## config.mk

```make
export PLATFORM = sky130hd
export DESIGN_NAME = debug_host_controller
export DESIGN_NICKNAME = d
export VERILOG_FILES = /design/src/rtl/debug_host_controller.sv
export SDC_FILE = /design/constraint.sdc
export NUM_CORES = 1
export LEC_CHECK = 0
export BUFFER_PORTS_ARGS = -buffer_cell sky130_fd_sc_hd__buf_2
export CAP_MARGIN = 10
export CORE_MARGIN = 10
export CORE_UTILIZATION = 52
export DETAILED_ROUTE_END_ITERATION = 7
export PLACE_DENSITY_LB_ADDON = 0.08
export SKIP_LAST_GASP = 1
export SYNTH_ARGS = -nofsm -noshare
export SYNTH_HDL_FRONTEND = slang
export SYNTH_SLANG_ARGS = --single-unit
```

## constraint.sdc

```tcl
create_clock -name clock -period 2.3 [get_ports clock]
set_input_delay 0.115 -clock clock [delete_from_list [all_inputs] [get_ports clock]]
set_output_delay 0.115 -clock clock [all_outputs]
set_load 0.01 [all_outputs]
```

## src/rtl/debug_host_controller.sv

```systemverilog
// Host-side bridge between a UART pair and the processor's wait/debug port.
// Decodes single-byte commands, performs register reads and continue pulses,
// and streams replies back one byte at a time, LSB byte first.
module debug_host_controller #(
  parameter int WORD_SIZE    = 18,
  parameter int READ_LATENCY = 2
) (
  input  logic                 clock,
  input  logic                 reset,
  input  logic [7:0]           rx_data,
  input  logic                 rx_valid,
  output logic [7:0]           tx_data,
  output logic                 tx_start,
  input  logic                 tx_busy,
  input  logic                 wait_for_continue,
  output logic                 wait_continue_execution,
  output logic                 debug_get_param,
  output logic [3:0]           debug_reg_addr,
  input  logic [WORD_SIZE-1:0] debug_data_out,
  output logic                 cmd_dropped
);

  localparam int NB = (WORD_SIZE + 7) / 8;
  localparam int RW = 8 * NB;
  localparam int CW = (READ_LATENCY > 1) ? $clog2(READ_LATENCY) : 1;
  localparam int BW = $clog2(NB + 1);

  typedef enum logic [2:0] {
    S_IDLE,
    S_CONT,
    S_REG_READ,
    S_SEND,
    S_TX_WAIT
  } state_t;

  state_t          state_q, state_d;
  logic [RW-1:0]   reply_q, reply_d;
  logic [BW-1:0]   bytes_left_q, bytes_left_d;
  logic [CW-1:0]   cnt_q, cnt_d;
  logic            skip_q, skip_d;
  logic [7:0]      tx_data_q, tx_data_d;
  logic            tx_start_q, tx_start_d;
  logic            cont_q, cont_d;
  logic            get_param_q, get_param_d;
  logic [3:0]      reg_addr_q, reg_addr_d;
  logic            dropped_q, dropped_d;

  assign tx_data                 = tx_data_q;
  assign tx_start                = tx_start_q;
  assign wait_continue_execution = cont_q;
  assign debug_get_param         = get_param_q;
  assign debug_reg_addr          = reg_addr_q;
  assign cmd_dropped             = dropped_q;

  // Next-state and registered-output logic for the command/reply sequencer.
  always_comb begin
    state_d      = state_q;
    reply_d      = reply_q;
    bytes_left_d = bytes_left_q;
    cnt_d        = cnt_q;
    skip_d       = 1'b0;
    tx_data_d    = tx_data_q;
    tx_start_d   = 1'b0;
    cont_d       = 1'b0;
    get_param_d  = get_param_q;
    reg_addr_d   = reg_addr_q;
    dropped_d    = dropped_q;

    if (rx_valid && (state_q != S_IDLE)) begin
      dropped_d = 1'b1;
    end

    case (state_q)
      S_IDLE: begin
        if (rx_valid) begin
          reply_d      = '0;
          bytes_left_d = BW'(1);
          state_d      = S_SEND;
          if (rx_data == 8'h01) begin
            reply_d[7:0] = {7'b0, wait_for_continue};
          end else if (rx_data == 8'h02) begin
            if (wait_for_continue) begin
              cont_d       = 1'b1;
              reply_d[7:0] = 8'hAA;
              state_d      = S_CONT;
            end else begin
              reply_d[7:0] = 8'hEE;
            end
          end else if ((rx_data[7:4] == 4'h1) && (rx_data[3:0] <= 4'd8)) begin
            if (wait_for_continue) begin
              reg_addr_d  = rx_data[3:0];
              get_param_d = 1'b1;
              cnt_d       = '0;
              state_d     = S_REG_READ;
            end else begin
              reply_d[7:0] = 8'hEE;
            end
          end else begin
            reply_d[7:0] = 8'hEE;
          end
        end
      end

      S_CONT: begin
        state_d = S_SEND;
      end

      S_REG_READ: begin
        if (cnt_q == CW'(READ_LATENCY - 1)) begin
          reply_d                  = '0;
          reply_d[WORD_SIZE-1:0]   = debug_data_out;
          bytes_left_d             = BW'(NB);
          get_param_d              = 1'b0;
          state_d                  = S_SEND;
        end else begin
          cnt_d = cnt_q + CW'(1);
        end
      end

      S_SEND: begin
        if (!tx_busy) begin
          tx_start_d   = 1'b1;
          tx_data_d    = reply_q[7:0];
          reply_d      = reply_q >> 8;
          bytes_left_d = bytes_left_q - BW'(1);
          skip_d       = 1'b1;
          state_d      = S_TX_WAIT;
        end
      end

      S_TX_WAIT: begin
        if (!skip_q && !tx_busy) begin
          state_d = (bytes_left_q == '0) ? S_IDLE : S_SEND;
        end
      end

      default: begin
        state_d = S_IDLE;
      end
    endcase
  end

  // State and output registers with asynchronous reset to the idle values.
  always_ff @(posedge clock or posedge reset) begin
    if (reset) begin
      state_q      <= S_IDLE;
      reply_q      <= '0;
      bytes_left_q <= '0;
      cnt_q        <= '0;
      skip_q       <= 1'b0;
      tx_data_q    <= 8'h00;
      tx_start_q   <= 1'b0;
      cont_q       <= 1'b0;
      get_param_q  <= 1'b0;
      reg_addr_q   <= 4'h0;
      dropped_q    <= 1'b0;
    end else begin
      state_q      <= state_d;
      reply_q      <= reply_d;
      bytes_left_q <= bytes_left_d;
      cnt_q        <= cnt_d;
      skip_q       <= skip_d;
      tx_data_q    <= tx_data_d;
      tx_start_q   <= tx_start_d;
      cont_q       <= cont_d;
      get_param_q  <= get_param_d;
      reg_addr_q   <= reg_addr_d;
      dropped_q    <= dropped_d;
    end
  end

endmodule

```

## Word level (Yosys, flattened, before mapping)

Cells that the tools add are included.

- Logic and storage cells: 92
- Memories: 0
- Bits of input ports: 31
- ROM bits: 0
- Latch bits: 0
- Output and inout bits: 16
- Bits in registers: 46
- Bits in writable memories: 0

- Divide/modulo/power cells: 0
- Shifts and indexed selects: 0
- Add/sub/neg operators: 2
- Reductions and logical operators: 16
- Muxes and demuxes: 45
- Magnitude comparators: 1
- Multipliers: 0
- Eq/ne operators: 15
- Bitwise logic cells: 3

Operators by type and width:

| cell | number |
|---|---|
| 24-bit two-way mux | 3 |
| 24-bit case mux with 3 select lines | 1 |
| 8-bit two-way mux | 4 |
| 1-bit two-way mux | 21 |
| 3-bit two-way mux | 6 |
| 2-bit != test (second input constant) | 8 |
| 3-bit case mux with 5 select lines | 1 |
| 6-bit AND reduction | 2 |
| 2-bit two-way mux | 5 |
| 8-bit by 1-bit == test with 1-bit output (second input constant) | 1 |
| 8-bit by 2-bit == test with 1-bit output (second input constant) | 1 |
| 4-bit AND reduction | 2 |
| 7-bit two-way mux | 1 |
| 7-bit AND reduction | 1 |
| 3-bit by 2-bit == test with 1-bit output (second input constant) | 2 |
| 2-bit case mux with 3 select lines | 1 |
| 3-bit nonzero test | 2 |
| 4-bit by 1-bit == test with 1-bit output (second input constant) | 1 |
| 4-bit <= comparator (second input constant) | 1 |
| 1-bit case mux with 2 select lines | 2 |
| 3-bit by 1-bit == test with 1-bit output (second input constant) | 1 |
| 3-bit == test (second input constant) | 1 |
| 1-bit logical AND | 3 |
| 3-bit logical NOT | 1 |
| other kinds (7) | 10 |

## Depth between registers and ports, before layout

Gate-level depths: netlist of run 1.

- Depth in word-level cells: 7
- Mapped depth: 8
- Depth with buffers taken out: 6

## Least setup slack after synthesis of run 1

OpenSTA, ideal clock, no wires.

- Path type: register to register
- Start: reg state_q[2]
- End: reg reg_addr_q[0], in the netlist debug_reg_addr[0]
- Arrival time: 1.397 ns
- Period minus slack after synthesis: 1.522 ns
- Data required time: 2.175 ns
- Stages on the path, launching flop included: 5
- Slack: 0.778 ns
- Setup time: 0.125 ns
- Path buffers: 0
- Path through: dfrtp_1 > nor2_2 > nand4b_2 > nor2_4 > mux2_2

- Word-level cells in the longest chain between the ends: 2

Ends and longest elaborated chain:

| element | RTL line | text |
|---|---|---|
| start, declared | 36 | `state_t state_q, state_d;` |
| start signal, assigned | 158 | `state_q <= state_d;` |
| 3-bit logical NOT | 73 | `case (state_q)` |
| 6-bit AND reduction (no source line) | n/a |  |
| end signal, assigned | 167 | `reg_addr_q <= reg_addr_d;` |
| end, declared | 45 | `logic [3:0] reg_addr_q, reg_addr_d;` |

No other way between the ends.
A chain may end at the register's enable or synchronous reset.

## Worst setup path after layout of run 1

- Start: reg state_q[1]
- End: reg reply_q[2]

- Word-level cells in the longest chain between the ends: 3
- Elaborated cells on any way between the ends: 9
- Those cells by class: eq/ne: 5; mux: 1; reduce/logical: 3

Ends and longest elaborated chain:

| element | RTL line | text |
|---|---|---|
| 3-bit by 2-bit == test with 1-bit output / 3-bit logical NOT (equally long branches) | 73 |  |
| 2-bit != test (no source line) / 3-bit nonzero test (equally long branches) | n/a |  |
| 4-bit AND reduction (no source line) | n/a |  |
| end signal, assigned | 159 | `reply_q <= reply_d;` |
| end, declared | 37 | `logic [RW-1:0] reply_q, reply_d;` |

Several ways; a longest one is shown, not always the timed one.

==> qor.yml, run 1 <==
clock_tree:
  clockBufferDepth: 2
  cts_tree: "done"
  cts_buffers: 5
  cts_root_buf: "clkbuf_8"
  insertion_delay_ps: 300
  post_cts_buffers: 0
  h-tree-depth: 2
  cts_num_sinks: 40
  clk_pin_slew_ps: 80
synthesis:
  ys_seq_elements: 40
  syn_inst: 201
  synth_nets: 233
  ys_warn_count: 0
  netlist_top_cells_count: "55 x nand2_1, 40 x dfrtp_1, 17 x o21ai_0, 9 x nand3_1, 8 x mux2_2"
  async_reset_ff_share_pct: 100
  yosys.area.top_type_share_pct: 50.1
  synth-edff-count: 0
  syn_avg_cell_area_um2: 9.95
  yosysTopAreaCell: "dfrtp_1"
  synth_ff_type: "dfrtp_1"
  synth_cell_type_count: 41
  ys_top_cells_by_area: "dfrtp_1 50%, nand2_1 10%, mux2_2 4.5%"
  synth_seq_area_share_pct: 50.1
  synthesis.area_um2: 2000
  yosysMostFrequentCell: "nand2_1"
global_route:
  grt_max_degree: 41
  grt_antenna_before_repair: 0
  first_global_vias: 1652
  grt_pass1_wl_um: 7510
  grt-ovfl-total: 0
  groute.usage.overall_pct: 14.4
run_status:
  status: "finished, final reports clean"
drt:
  drt_wl_total_um: 4380
  drt_iter0_drc: 151
  via_count: 1561
  drc: 0
  route.antenna.remaining_nets: 0
  first_pass_iters: 4
  vias_per_cell: 5.20
  wl_per_cell_um: 14.6
cells_and_area:
  syn2layout_area_growth_pct: 17.7
  fin_nets: 283
  final_layout_size_suffix_gt1_share_pct: 31.0
  nFillCells: 346
  insertedDiodeCount: 0
sta:
  hold_viol_final: 0
  setup_ws_ps: 415
  finalMaxSlewViolations: 0
  clock-skew-final_ps: 8.42
  fmax_ghz: 0.531
  rsz0062_at_grt: "no"
  fin_crit_sh_pct: 81.9
  setup_viol: 0
  relSlewSlack_pct: 65.7
  worst_pin_slew_ps: 514
  fin_crit_ps: 1880
  tns_ps: 0
critical_path:
  critPathRequiredTime_ps: 2500
  end_kind: "register"
  slowest_stage: "dfrtp_1"
  startpoint_type: "register"
  worstSetupPathType: "register to register"
  path_cells: "nor2b_4, nand3b_2, inv_1, a21o_1, nor2_1, a311oi_1"
  cp_max_fo: 18
  cp.arrival_ps: 2080
  cpPeakStageDelay_ps: 540
die:
  rows: 22
  design.portCount: 47
  core-area_um2: 3690
  die_w_um: 82.0
  die_area_um2: 6730
  initial_core_util_pct: 54.2
  die_y_um: 82.0
worst_hold_path:
  hold_path_class: "input port to register"
power_and_ir_drop:
  vdd_ir_drop_max_v: 0.000508
  pwr_density_cell_nw_per_um2: 1130
  leakagePower_nw: 1.19
placed_design:
  gp_congestion: 0.743
  io_buffers: 46
  dp_hpwl_um: 3290
  dp_slack_ps: 458
run:
  maxCapViolCount: 0
-- flip-flops by register name (all words and copies together) (netlist names) --
| name | cells |
|---|---|
| cnt_q | 1 |
| debug_get_param | 1 |
| bytes_left_q | 2 |
| cmd_dropped | 1 |
| tx_data | 8 |
| wait_continue_execution | 1 |
| debug_reg_addr | 4 |
| state_q | 3 |
| tx_start | 1 |
| reply_q | 18 |
-- worst paths after layout --
path / end / start / slack [ps] / depth (start not counted)
worst max-delay path: reply_q[2]$_DFFE_PP0P_ / state_q[1]$_DFFE_PP0P_ / 420 / 6
worst min-delay path: reply_q[15]$_DFFE_PP0P_ / debug_data_out[15] / 40 / 3
worst max register to register: reply_q[2]$_DFFE_PP0P_ / state_q[1]$_DFFE_PP0P_ / 420 / 6
worst min register to register: cmd_dropped$_DFFE_PP0P_ / cmd_dropped$_DFFE_PP0P_ / 460 / 1
max in group asynchronous: debug_reg_addr[0]$_DFFE_PP0P_ / reset / 1480 / 4
min in group asynchronous: tx_start$_DFF_PP0_ / reset / 470 / 4
-- placed cells by master (no fill, tap or decap), types with 2 or more instances in the layout --
cell type,synthesis,routed
nand2_1,55,55
buf_2,2,46
dfrtp_1,40,40
o21ai_0,17,17
nand3_1,9,9
mux2_2,8,8
nor2_1,7,7
a21oi_1,6,6
mux2i_1,6,6
clkbuf_8,0,6
buf_4,0,6
o31ai_1,5,5
inv_1,4,4
nor3_1,2,2
nand2b_1,2,2
nand4b_1,2,2
o21ai_1,2,2
nor3b_1,2,2
a311oi_1,2,2
-- per-layer routing --
metal / vias to the layer above / global-route usage [%] / routed length [um]
met5: - / 0 / 0
met4: 0 / 7.14 / 86
met3: 7 / 5.57 / 356
met2: 38 / 20.9 / 1860
met1: 721 / 18.2 / 2070
li1: 795 / - / -
-- worst max-delay path, delay by kind of cell (launching register included) --
| family | cells | cell delay, ps |
|---|---|---|
| buf+inv | 1 | 90 |
| compound gates | 2 | 660 |
| simple gates | 3 | 490 |
| flops | 1 | 540 |
-- layout make-up --
cell class	count	area, um2	share of cell area [%]
inverter	4	15.0	0.638
tap	48	60.1	2.55
sequential	40	1000	42.5
clock inverter	1	7.51	0.319
multi-input combinational	147	898	38.2
clock buffer	7	86.3	3.67
timing repair buffer	53	285	12.1
-- per-stage QoR --
| stage | total power [mW] | utilization, % | cells | hold slack, ps | instance area, um2 |
|---|---|---|---|---|---|
| after floorplan | 1.96 | - | 201 | 248 | 2000 |
| after global placement | 2.15 | 61.0 | 291 | 265 | 2250 |
| after detailed placement | 2.18 | 61.0 | 291 | 271 | 2250 |
| after CTS | 2.67 | 63.8 | 300 | 34.7 | 2350 |
| after global routing | 2.89 | 63.8 | 300 | 31.4 | 2350 |
| final | 2.65 | 63.8 | 300 | 37.9 | 2350 |
-- report_power, final --
group	internal, mW	switching [mW]	leakage (nW)
Clock	0.244	0.246	0.0445
Combinational	0.453	0.633	0.639
Sequential	0.919	0.155	0.506
-- kinds of logic (layout without fill, tap and decap cells) --
group,count (synthesis),count (layout),synth area share (%)
AO/OA/AOI/OAI,39,39,12.4
adder cells (fa/ha/maj),1,1,0.626
buffers and inverters,14,65,5.01
flip-flops,40,40,50.1
multiplexers,15,15,8.26
AND/OR/NAND/NOR,92,92,23.7
-- timing repair --
item | CTS | global route
hold buffers | 1 | 0
resized for setup | 0 | 0
hold endpoints to repair | 40 | 0
(Power assumes the default switching activity.)
==> inputs of run 2 (changes only) <==
- CORE_UTILIZATION: 52 -> 48
- clock period: 2.3 -> 1.6 ns (I/O delays scaled with it)
==> qor.yml, run 2 (synthesis results as in run 1) <==
cells_and_area:
  nFillCells: 343  # was 346
  final_layout_size_suffix_gt1_share_pct: 35.9  # was 31.0%
  layout_commonest_cell: "nand2_1"  # unchanged
  largest_register_ffs: 18  # unchanged
  syn2layout_area_growth_pct: 27.4  # was 17.7%
  final_cell_mix: "55 x nand2_1, 46 x buf_2, 37 x dfrtp_1"  # was 55 x nand2_1, 46 x buf_2, 40 x dfrtp_1
  utilization_pct: 63.2  # was 63.8%
  top_register: "reply_q"  # unchanged
  fin_nets: 301  # was 283
  design_area_um2: 2550  # was 2350 um2
  insertedDiodeCount: 0  # unchanged
  final_cells: 320  # was 300
drt:
  route.antenna.remaining_nets: 0  # unchanged
  first_pass_iters: 4  # unchanged
  drt_iter0_drc: 57  # was 151
  wl_per_cell_um: 14.6  # about the same
  via_count: 1629  # was 1,561
  vias_per_cell: 5.09  # was 5.20
  drc: 0  # unchanged
  drt_wl_total_um: 4670  # was 4380 um
clock_tree:
  cts_root_buf: "clkbuf_8"  # unchanged
  h-tree-depth: 2  # unchanged
  cts_buffers: 5  # unchanged
  cts_tree: "done"  # unchanged
  clockBufferDepth: 2  # unchanged
  insertion_delay_ps: 290  # was 300 ps
  clk_pin_slew_ps: 80  # about the same
  cts_num_sinks: 40  # unchanged
  post_cts_buffers: 0  # unchanged
die:
  rows: 23  # was 22
  initial_core_util_pct: 49.6  # was 54.2%
  die_area_um2: 7150  # was 6730 um2
  core-area_um2: 4030  # was 3690 um2
  die_w_um: 84.5  # was 82.0 um
  die_y_um: 84.5  # was 82.0 um
  design.portCount: 47  # unchanged
critical_path:
  cp_max_fo: 4  # was 18
  cp_top_family: "simple AND/OR/NAND/NOR gates"  # was compound AO/OA/AOI/OAI gates
  worstSetupPathType: "register to register"  # unchanged
  cpPeakStageDelay_ps: 440  # was 540 ps
  cp.arrival_ps: 1690  # was 2080 ps
  slowest_stage: "dfrtp_2"  # was dfrtp_1
  end_kind: "register"  # unchanged
  startpoint_type: "register"  # unchanged
  path_cells: "nor2b_4, or4_4, a311oi_2, a311oi_1"  # was nor2b_4, nand3b_2, inv_1, a21o_1, nor2_1, a311oi_1
  crit_buf_inv: 0  # was 1
  critPathRequiredTime_ps: 1770  # was 2500 ps
power_and_ir_drop:
  switching_share_pct: 37.0  # was 39.0%
  p_int_mw: 2.67  # was 1.62 mW
  vdd_ir_drop_max_v: 0.000750  # was 0.000508 V
  pwr-share-comb_pct: 44.5  # was 41.0%
  power_mw: 4.23  # was 2.65 mW
  pwr-share-seq_pct: 36.2  # was 40.5%
  leakagePower_nw: 1.28  # was 1.19 nW
  clkPwrFrac_pct: 19.3  # was 18.5%
  pwr_density_cell_nw_per_um2: 1660  # was 1130 nW/um2
  p_switching_mw: 1.57  # was 1.03 mW
sta:
  fmax_ghz: 0.657  # was 0.531 GHz
  fin_crit_ps: 1520  # was 1880 ps
  finalMaxSlewViolations: 0  # unchanged
  setup_viol: 0  # unchanged
  fin_crit_sh_pct: 95.1  # was 81.9%
  clock-skew-final_ps: 4.25  # was 8.42 ps
  hold_viol_final: 0  # unchanged
  tns_ps: 0  # unchanged
  worst_pin_slew_ps: 497  # was 514 ps
  relSlewSlack_pct: 66.8  # was 65.7%
  rsz0062_at_grt: "yes"  # was no
placed_design:
  place_area_um2: 2350  # was 2250 um2
  io_buffers: 46  # unchanged
  dp.cells: 306  # was 291
  gp_congestion: 0.791  # was 0.743
  dp_hpwl_um: 3540  # was 3290 um
run:
  maxCapViolCount: 0  # unchanged
global_route:
  grt_antenna_before_repair: 0  # unchanged
  first_global_vias: 1724  # was 1,652
  groute.usage.overall_pct: 13.4  # was 14.4%
  grt_max_degree: 41  # unchanged
  grt-ovfl-total: 0  # unchanged
  grt_pass1_wl_um: 8040  # was 7510 um
worst_hold_path:
  hold_path_class: "input port to register"  # unchanged
run_status:
  status: "finished, final reports clean"  # unchanged
## run 2: changes by cell type in the layout (fill, tap and decap cells not counted), sizes merged
cell	change
clkinv	+1
clkinvlp	-1
dlygate4sd3	+5
buf	+13
bufinv	+1
clkbuf	-1
## run 2: power groups by stage
stage	Combinational, mW	Sequential [mW]	Clock (mW)
finish	1.88	1.53	0.817
global route	2.14	1.57	0.876
CTS	1.84	1.52	0.837
detailed placement	1.83	1.54	0
global placement	1.82	1.52	0
floorplan	1.27	1.54	0
## run 2: final timing paths
kind | startpoint | end | slack, ps | depth (start not counted)
min | debug_data_out[14] | reply_q[14]$_DFFE_PP0P_ | 5 | 3
min in group asynchronous | reset | bytes_left_q[0]$_DFFE_PP0P_ | 450 | 4
max | state_q[1]$_DFFE_PP0P_ | reply_q[2]$_DFFE_PP0P_ | 80 | 4
max in group asynchronous | reset | state_q[0]$_DFFE_PP0P_ | 790 | 4
max reg2reg | state_q[1]$_DFFE_PP0P_ | reply_q[2]$_DFFE_PP0P_ | 80 | 4
min reg2reg | reply_q[11]$_DFFE_PP0P_ | reply_q[11]$_DFFE_PP0P_ | 470 | 2
## run 2: area by class of cell
class                           count  area (um2)  share of cell area, %
Clock inverter                      2        35.0                   1.38
Multi-Input combinational cell    147         921                   36.1
Inverter                            4        15.0                  0.589
Sequential cell                    40        1000                   39.4
Clock buffer                        6        72.6                   2.85
Tap cell                           50        62.6                   2.46
Timing Repair Buffer               71         437                   17.1
## run 2: worst min-delay path, cell delays in order
cell	delay, ps
buf_2	80
nand3_1	50
nand2_1	60
## run 2: metrics by stage
step	setup slack, ps	hold slack, ps
6_report	77.9	5.50
5_1_grt	-15.9	20.9
4_1_cts	29.2	2.56
3_5_place_dp	40.4	232
3_3_place_gp	26.6	229
2_1_floorplan	77.7	213
## run 2: routing by layer
metal	wire length (um)	vias to the layer above	share of wire (%)	GRT usage (%)
met5	0	-	0	0
met4	60	0	1.3	4.19
met3	385	7	8.2	6.09
met2	2020	49	43	19.9
met1	2200	741	47	16.9
li1	-	832	-	-
## run 2: repair_timing
action,in CTS,in global routing
endpoints found under the setup margin,0,20
hold endpoints to repair,45,0
hold buffers,6,0
resized for setup,0,10
==> inputs of run 3 (changes only) <==
- CORE_UTILIZATION: 48 -> 53
- clock period: 1.6 -> 1.7 ns (I/O delays scaled with it)
==> qor.yml, run 3 (synthesis results as in run 1) <==
run_status:
  status: "finished, final reports clean"  # unchanged
clock_tree:
  insertion_delay_ps: 290  # about the same
  cts_num_sinks: 40  # unchanged
  cts_root_buf: "clkbuf_8"  # unchanged
  h-tree-depth: 2  # unchanged
  cts_buffers: 5  # unchanged
  clk_pin_slew_ps: 80  # about the same
  clockBufferDepth: 2  # unchanged
  cts_tree: "done"  # unchanged
placed_design:
  dp_slack_ps: 105  # was 40.4 ps
  io_buffers: 46  # unchanged
  dp_hpwl_um: 3360  # was 3540 um
  gp_congestion: 0.787  # was 0.791
sta:
  rsz0062_at_grt: "no"  # was yes
  tns_ps: 0  # unchanged
  fin_crit_sh_pct: 93.4  # was 95.1%
  relSlewSlack_pct: 67.1  # was 66.8%
  fmax_ghz: 0.630  # was 0.657 GHz
  worst_pin_slew_ps: 493  # was 497 ps
  fin_crit_ps: 1590  # was 1520 ps
  setup_ws_ps: 112  # was 77.9 ps
  hold_viol_final: 0  # unchanged
  finalMaxSlewViolations: 0  # unchanged
  clock-skew-final_ps: 6.02  # was 4.25 ps
  setup_viol: 0  # unchanged
drt:
  drc: 0  # unchanged
  first_pass_iters: 4  # unchanged
  route.antenna.remaining_nets: 0  # unchanged
  drt_wl_total_um: 4460  # was 4670 um
  drt_iter0_drc: 71  # was 57
  via_count: 1572  # was 1,629
  vias_per_cell: 5.12  # was 5.09
  wl_per_cell_um: 14.5  # was 14.6 um
die:
  design.portCount: 47  # unchanged
  initial_core_util_pct: 54.6  # was 49.6%
  die_w_um: 81.4  # was 84.5 um
  rows: 22  # was 23
  core-area_um2: 3660  # was 4030 um2
  die_area_um2: 6630  # was 7150 um2
  die_y_um: 81.4  # was 84.5 um
critical_path:
  startpoint_type: "register"  # unchanged
  ff2ff_setup_slack_ps: 110  # was 80 ps
  cp_max_fo: 15  # was 4
  end_kind: "register"  # unchanged
  reg2regPathDepth: 7  # was 4
  r2r-start: "state_q[2]$_DFFE_PP0P_"  # was state_q[1]$_DFFE_PP0P_
  worstSetupPathType: "register to register"  # unchanged
  rr_endpoint: "reply_q[9]$_DFFE_PP0P_"  # was reply_q[2]$_DFFE_PP0P_
  critPathRequiredTime_ps: 1910  # was 1770 ps
  cp.arrival_ps: 1790  # was 1690 ps
global_route:
  grt-ovfl-total: 0  # unchanged
  grt_pass1_wl_um: 7600  # was 8040 um
  grt_antenna_before_repair: 0  # unchanged
  grt_max_degree: 41  # unchanged
  groute.usage.overall_pct: 14.3  # was 13.4%
  first_global_vias: 1646  # was 1,724
worst_hold_path:
  whs_endpoint: "reply_q[13]$_DFFE_PP0P_"  # was reply_q[14]$_DFFE_PP0P_
  hold_path_class: "input port to register"  # unchanged
  min_delay_path_depth: 3  # unchanged
  hp-start: "debug_data_out[13]"  # was debug_data_out[14]
cells_and_area:
  syn2layout_area_growth_pct: 22.3  # was 27.4%
  final_cell_mix: "55 x nand2_1, 46 x buf_2, 39 x dfrtp_1"  # was 55 x nand2_1, 46 x buf_2, 37 x dfrtp_1
  layout_commonest_cell: "nand2_1"  # unchanged
  largest_register_ffs: 18  # unchanged
  insertedDiodeCount: 0  # unchanged
  fin_nets: 290  # was 301
  top_register: "reply_q"  # unchanged
  final_layout_size_suffix_gt1_share_pct: 34.4  # was 35.9%
power_and_ir_drop:
  pwr_density_cell_nw_per_um2: 1590  # was 1660 nW/um2
  leakagePower_nw: 1.24  # was 1.28 nW
  vdd_ir_drop_max_v: 0.000802  # was 0.000750 V
run:
  maxCapViolCount: 0  # unchanged
run 3: how the worst max path moves through the flow:
| stage | startpoint | endpoint | slack [ps] | cells after the start |
|---|---|---|---|---|
| floorplan | state_q[2]$_DFFE_PP0P_ | debug_reg_addr[0]$_DFFE_PP0P_ | 180 | 4 |
| global placement | state_q[2]$_DFFE_PP0P_ | reply_q[2]$_DFFE_PP0P_ | 110 | 6 |
| detailed placement | state_q[2]$_DFFE_PP0P_ | debug_reg_addr[2]$_DFFE_PP0P_ | 100 | 4 |
| CTS | state_q[2]$_DFFE_PP0P_ | debug_reg_addr[2]$_DFFE_PP0P_ | 70 | 4 |
| global route | state_q[2]$_DFFE_PP0P_ | reply_q[4]$_DFFE_PP0P_ | 10 | 7 |
| finish | state_q[2]$_DFFE_PP0P_ | reply_q[9]$_DFFE_PP0P_ | 110 | 7 |
run 3: metrics by stage:
step                power (mW)  hold WS, ps  std cells  util, %  area, um2
global route              4.19         10.5        307     66.8       2440
finish                    3.89         2.70        307     66.8       2440
floorplan                 2.65          218        201        -       2000
CTS                       3.90         2.39        307     66.5       2430
detailed placement        3.07          236        298     62.9       2300
global placement          3.05          230        298     62.9       2300
run 3: worst max-delay path, cell delays in order, from the launching register on:
cell      delay (ps)
dfrtp_2          480
nor2b_4          210
nand3b_2         100
inv_1             80
buf_4            170
a21oi_4           50
buf_4            180
o31ai_1          220
run 3: area by class of cell:
class,instances,area (um2)
repair buffers,60,338
multi-input cells,147,908
clock inverters,2,38.8
flip-flops and latches,40,1000
well taps,48,60.1
inverters,4,15.0
fillers,314,1220
clock buffers,6,82.6
run 3: where the power goes:
part | switching (mW) | internal [mW] | total (mW) | leakage (nW)
Combinational | 0.937 | 0.712 | 1.65 | 0.674
Sequential | 0.171 | 1.25 | 1.42 | 0.504
Clock | 0.344 | 0.480 | 0.824 | 0.0614
Total | 1.45 | 2.44 | 3.89 | 1.24
run 3: routing by layer:
| metal | track usage [%] | wire, um | vias up |
|---|---|---|---|
| met3 | 6.33 | 349 | 7 |
| met1 | 18.3 | 2160 | 716 |
| met2 | 21.2 | 1900 | 39 |
| met5 | 0 | 0 | - |
| li1 | - | - | 810 |
| met4 | 4.33 | 52 | 0 |
run 3: what timing repair did:
item,4_1_cts,5_1_grt
buffers inserted,0,0
resized for setup,0,4
hold endpoints to repair,40,0
hold buffers,1,0
endpoints found under the setup margin,0,19
